## config.mk

```make
export PLATFORM = sky130hd
export DESIGN_NAME = fpu_issue_queue
export DESIGN_NICKNAME = d
export VERILOG_FILES = /design/src/rtl/fpu_issue_queue.sv
export SDC_FILE = /design/constraint.sdc
export NUM_CORES = 1
export LEC_CHECK = 0
export CAP_MARGIN = 20
export CELL_PAD_IN_SITES_DETAIL_PLACEMENT = 2
export CELL_PAD_IN_SITES_GLOBAL_PLACEMENT = 2
export CORE_ASPECT_RATIO = 0.6
export CORE_MARGIN = 2
export CORE_UTILIZATION = 41
export DETAILED_ROUTE_END_ITERATION = 7
export GPL_TIMING_DRIVEN = 0
export PLACE_DENSITY_LB_ADDON = 0.05
export SETUP_SLACK_MARGIN = 0.2
export SLEW_MARGIN = 0
export SYNTH_ARGS = -nofsm -noshare
export SYNTH_HDL_FRONTEND = slang
export SYNTH_SLANG_ARGS = --single-unit
```

## constraint.sdc

```tcl
create_clock -name clk -period 6.85 [get_ports clk]
set_clock_uncertainty 0.1 [all_clocks]
set_input_delay 1.7125 -clock clk [delete_from_list [all_inputs] [get_ports clk]]
set_output_delay 1.7125 -clock clk [all_outputs]
set_load 0.1 [all_outputs]
```

## src/rtl/fpu_issue_queue.sv

```systemverilog
// fpu_issue_queue: FIFO-buffered issue stage feeding a combinational bf16 fpu, with a registered result stage
module fpu_issue_queue #(
  parameter int DEPTH = 4,
  parameter int CNT_W = 16
) (
  input  logic                       clk,
  input  logic                       rst,
  input  logic                       in_valid_i,
  output logic                       in_ready_o,
  input  logic [3:0]                 in_op_i,
  input  logic [15:0]                in_a_i,
  input  logic [15:0]                in_b_i,
  output logic [3:0]                 fpu_op_o,
  output logic [15:0]                fpu_in1_o,
  output logic [15:0]                fpu_in2_o,
  input  logic [15:0]                fpu_out_i,
  input  logic                       fpu_ovf_i,
  output logic                       res_valid_o,
  input  logic                       res_ready_i,
  output logic [15:0]                res_data_o,
  output logic                       res_ovf_o,
  output logic                       res_illegal_o,
  input  logic                       clr_sticky_i,
  output logic                       sticky_ovf_o,
  output logic [$clog2(DEPTH):0]     level_o,
  output logic [CNT_W-1:0]           done_cnt_o
);
  localparam int AW = $clog2(DEPTH);
  logic [35:0]   mem [DEPTH];
  logic [AW-1:0] wr_ptr, rd_ptr;
  logic [35:0]   head;
  logic          push, pop, head_legal, not_empty;
  assign head       = mem[rd_ptr];
  assign head_legal = $onehot(head[35:32]);
  assign not_empty  = level_o != '0;
  // Readiness depends only on occupancy, so a full queue never accepts a same-cycle push-through
  assign in_ready_o = !rst && level_o < (AW+1)'(DEPTH);
  assign push       = in_valid_i && in_ready_o;
  assign pop        = not_empty && (!res_valid_o || res_ready_i);
  assign fpu_op_o   = (not_empty && head_legal) ? head[35:32] : 4'b0;
  assign fpu_in1_o  = (not_empty && head_legal) ? head[31:16] : 16'h0;
  assign fpu_in2_o  = (not_empty && head_legal) ? head[15:0]  : 16'h0;
  always_ff @(posedge clk) begin
    if (push) mem[wr_ptr] <= {in_op_i, in_a_i, in_b_i};
  end
  always_ff @(posedge clk) begin
    if (rst) begin
      wr_ptr        <= '0;
      rd_ptr        <= '0;
      level_o       <= '0;
      res_valid_o   <= 1'b0;
      res_data_o    <= 16'h0;
      res_ovf_o     <= 1'b0;
      res_illegal_o <= 1'b0;
      sticky_ovf_o  <= 1'b0;
      done_cnt_o    <= '0;
    end else begin
      if (push) wr_ptr <= wr_ptr + 1'b1;
      if (pop) rd_ptr <= rd_ptr + 1'b1;
      level_o <= level_o + (AW+1)'(push) - (AW+1)'(pop);
      if (pop) begin
        res_valid_o   <= 1'b1;
        res_data_o    <= head_legal ? fpu_out_i : 16'h7FC0;
        res_ovf_o     <= head_legal && fpu_ovf_i;
        res_illegal_o <= !head_legal;
      end else if (res_ready_i) begin
        res_valid_o <= 1'b0;
      end
      sticky_ovf_o <= (pop && head_legal && fpu_ovf_i) || (sticky_ovf_o && !clr_sticky_i);
      done_cnt_o   <= done_cnt_o + CNT_W'(res_valid_o && res_ready_i);
    end
  end
endmodule

```

== Word level (Yosys, flattened, before mapping) ==
Memory sizes are Yosys's and may differ from the RTL's. A register that Yosys moved wholly into a read port is not among the register bits.
Cells that the tools add are included.
Storage, ports and cells
  register bits after elaboration: 43
  latch bits: 0
  bits in writable memories: 144
  memory bits (read-only): 0
  input port bits: 58
  logic and storage cells: 47
  memories kept: 1
Memory list
  mem: depth 4, bits a word 36, read ports 1, clocked after memory_dff 1, wr ports 1, RTL line 29  | logic [35:0] mem [DEPTH];
Operators by class
  add/subtract/negate cells: 8
  $mul: 0
  divide/modulo/power cells: 0
  order comparisons: 1
  eq/ne operators: 1
  shift-type cells: 0
  mux-type cells: 10
  bitwise gates (word level): 0
  reductions and logical operators: 17
Operator list (number)
  16-bit two-way mux: 3
  16-bit by 1-bit adder with 16-bit output: 1
  1-bit logical AND: 9
  1-bit by 1-bit adder with 2-bit output: 2
  2-bit by 1-bit adder with 2-bit output (second input constant): 2
  1-bit logical NOT: 4
  1-bit two-way mux: 4
  2-bit two-way mux: 2
  4-bit two-way mux: 1
  2-bit by 2-bit adder with 3-bit output: 1
  3-bit by 1-bit adder with 3-bit output: 1
  3-bit by 1-bit == test with 1-bit output (second input constant): 1
  3-bit less-than comparator (second input constant): 1
  3-bit nonzero test: 1
  3-bit by 1-bit subtractor with 3-bit output: 1
  1-bit logical OR: 2
  2-bit nonzero test: 1

== Depth between registers and ports, before layout ==
  depth in word-level cells: 6
  depth in mapped cells: 12

== Least setup slack after synthesis ==
OpenSTA, ideal clock, no wires.
  path kind: register to output
  start: register with a tool-made name
  end: output fpu_op_o[0]
  data arrival time: 4019 ps
  path slack: 1018 ps
  stages on the path, launching flop included: 13
  buffers on the path: 3
  cell sequence: dfxtp_1 buf_4 buf_6 mux4_2 inv_1 fa_1 inv_1 ha_1 ha_1 nor3b_2 clkbuf_1 nand2_1 nor2_1
RTL lines
  end: declaration: RTL line 13  | output logic [3:0] fpu_op_o,

==> summary.md <==
| Metric | Value |
|---|---|
| Syn_nets | `510` |
| Number of buffers added on ports | `~130` |
| DR vias | `approximately 4,500` |
| Synth area leader | `edfxtp_1` |
| Die Ht | `roughly 110 µm` |
| Pre-Repair DR Iteration Count | `4` |
| Setup repair after global routing missed its margin | `no` |
| Initial antenna violation count | `0` |
| Synthesis-stage register bit count | `189` |
| Netlist cell types | `38` |
| Clock sink count | `about 190` |
| Post-DR vias/cell | `5.33` |
| Post-cts gate resize count | `roughly 110` |
| Root Driver | `clkbuf_16` |
| Global-route wire length before repair | `just over 30,000 µm` |
| Antenna fix cells | `0` |
| Met1 WL | `between 8000 and 9000 µm` |
| Area grow syn2layout | `31.3%` |
| Max Used Layer | `met4` |
| Register area share after synthesis | `a little over two thirds` |
| Synth top cells by count | `edfxtp_1 (144), dfxtp_1 (45), mux4_2 (36), and3_1 (33)` |
| Fin nets | `around 670` |
| DIE WIDTH | `178 µm` |
| Maxcap violations | `0` |
| Syn_area_per_cell | `around 17 µm²` |
| Max Freq | `0.157 GHz` |
| Crit-path max FO | `10` |
| IO Count | `approximately 130` |
| Final Cycle Share | `approximately 93%` |
| Arr. time, crit path | `4540 ps` |
| Share of layout cells above drive strength 1 | `between 20% and 30%` |
| Share of Yosys cell area claimed by the top area cell type | `between 50% and 60%` |
| WS Path Type | `reg2out` |
| GP Congestion | `0.711` |
| Slew of the pin with the lowest slew margin | `1020 ps` |
| Die footprint | `between 15,000 and 20,000 µm²` |
| Setup crit end | `fpu_in1_o[10]` |
| Final hold violation count | `0` |
| Mapped Cells | `440` |
| Async SR Flop Fraction | `0%` |
| Clock transition at path regs | `70 ps` |
| Nature of the critical path endpoint | `output pin` |
| Yosys warns | `0` |
| CTS max path bufs | `2` |
| Hpwl dp | `13,700 µm` |
| Slew headroom | `31.8%` |
| Fin Setup TNS | `0 ps` |
| Hold buffers post-CTS | `0` |
| Slew Viols, Final | `0` |
| Hold Slack | `about 400 ps` |
| Req. time, crit path | `5040 ps` |
| CTS tree | `yes` |
| Run status | `completed` |
| Postcts setup bufs | `0` |
| Num CTS Buffers | `17` |
| Hold WC Path Type | `reg2reg` |
| Final setup viols | `0` |
| Post-synth EDFFs | `roughly 140` |
| Met3 wire length | `approximately 760 µm` |
| Min Tclk post-route | `approximately 6400 ps` |
| DR DRC count | `0` |
| Worst reg2reg endpoint | `res_data_o[4]$_SDFFE_PP0P_` |
| Detailed Route Iter0 Violations | `approximately 350` |
| Clock Latency Late Sink | `roughly 430 ps` |
| Worst setup SP type | `flip-flop` |
| Final global-route overflow total | `0` |
| FP Rows | `38` |
| Core area | `between 15,000 and 20,000 µm²` |
| HP Start | `res_data_o[1]$_SDFFE_PP0P_` |
| Synth area leaders | `edfxtp_1 (58%), dfxtp_1 (12%), mux4_2 (11%), and3_1 (2.8%), ha_1 (1.7%)` |
| GR Util All Layers | `about 22%` |
| Reg-to-reg slack, setup | `between 3000 and 4000 ps` |
| Most common cell in the netlist | `edfxtp_1` |
| Number of global-route vias before repair | `between 5,000 and 6,000` |
| Initial Util | `between 40% and 50%` |
| Largest net degree at the start of global routing | `29` |
| Overall routed net length | `20,000 µm` |
| Cell Area, Synth | `around 7500 µm²` |
| Antenna-violating nets left | `0` |
| Synth Flop Type | `edfxtp_1` |
| Worst reg2reg path depth | `12` |
| Routed len/inst | `between 20 and 25 µm` |
| CTS H-tree depth | `4` |
| WL met2 | `around 10,000 µm` |
-- cells by family after synthesis --
family	Yosys count	synth area share, %
AO/OA/AOI/OAI	47	4.28
XOR/XNOR	6	0.704
adder cells (fa/ha/maj)	12	2.21
buffers and inverters	45	2.75
flip-flops	189	70.0
multiplexers	40	11.5
AND/OR/NAND/NOR	101	8.57
-- critical path: stages (launching register included) --
cell             delay (ps)
dfxtp_1                 300
clkbuf_2                260
buf_2                   330
mux4_2                  250
inv_1                    70
fa_1                    540
inv_1                    50
ha_1                    190
ha_1                    310
nor3b_4                 480
clkbuf_1                420
and3_1                  320
clkdlybuf4s15_2         580
-- worst min path at each step --
stage / endpoint / slack (ps) / cells after the start
6_report: res_data_o[1]$_SDFFE_PP0P_ / 410 / 2
5_1_grt: sticky_ovf_o$_SDFF_PP0_ / 430 / 2
4_1_cts: res_data_o[1]$_SDFFE_PP0P_ / 400 / 2
3_5_place_dp: res_ovf_o$_SDFFE_PP0P_ / 390 / 2
3_3_place_gp: res_data_o[4]$_SDFFE_PP0P_ / 360 / 2
2_1_floorplan: flip-flop / 350 / 2
-- through the flow --
step	std cells	util (%)	setup slack (ps)	cell area, µm²
after floorplan	440	-	1020	7460
after global placement	813	50.7	257	9090
after detailed placement	817	51.2	145	9190
after CTS	849	54.6	253	9790
after global routing	849	54.7	224	9800
final	849	54.7	493	9800
-- registers in the layout, summed over array words and instances, names as in the netlist, named ones only --
signal,cells
res_valid_o,1
done_cnt_o,16
res_illegal_o,1
res_ovf_o,1
wr_ptr,2
level_o,3
res_data_o,16
mem,144
sticky_ovf_o,1
rd_ptr,2
-- layer usage --
metal  up-vias  track usage (%)
met4         0             4.74
met3        15             5.24
met2        91             37.2
met1      2366             28.7
li1       2052                -
met5         -                0
-- final cells by class --
cell class / count / area, µm²
clock inverter: 15 / 136
timing repair buffer: 137 / 1460
tap: 240 / 300
buffer: 27 / 138
inverter: 18 / 67.6
fill: 1573 / 8130
sequential: 189 / 5230
multi-input combinational: 206 / 2040
clock buffer: 17 / 425
-- layout by cell type, fill, tap and decap left out, types with 3 or more instances in the layout --
cell type | synthesis | routed
nand2_1 | 6 | 6
nor4_1 | 4 | 4
buf_12 | 0 | 3
edfxtp_1 | 144 | 144
nor2b_1 | 8 | 8
or4_1 | 5 | 5
ha_1 | 10 | 10
and2_2 | 0 | 4
clkbuf_1 | 16 | 16
o21ai_0 | 11 | 11
clkbuf_16 | 0 | 17
o221a_2 | 9 | 9
buf_6 | 3 | 3
xnor2_1 | 4 | 4
mux4_2 | 36 | 36
inv_1 | 18 | 18
mux2_2 | 4 | 4
nand3_1 | 4 | 4
clkdlybuf4s50_1 | 0 | 97
a21oi_1 | 18 | 18
nor2_1 | 15 | 15
buf_2 | 4 | 4
dfxtp_1 | 45 | 45
clkdlybuf4s15_2 | 0 | 36
inv_6 | 0 | 5
and3_1 | 33 | 33
nand4_1 | 9 | 9
o31ai_1 | 6 | 6
Power is not shown: default switching activity piles up to over one toggle a cycle in this logic, so the estimate is an artifact.
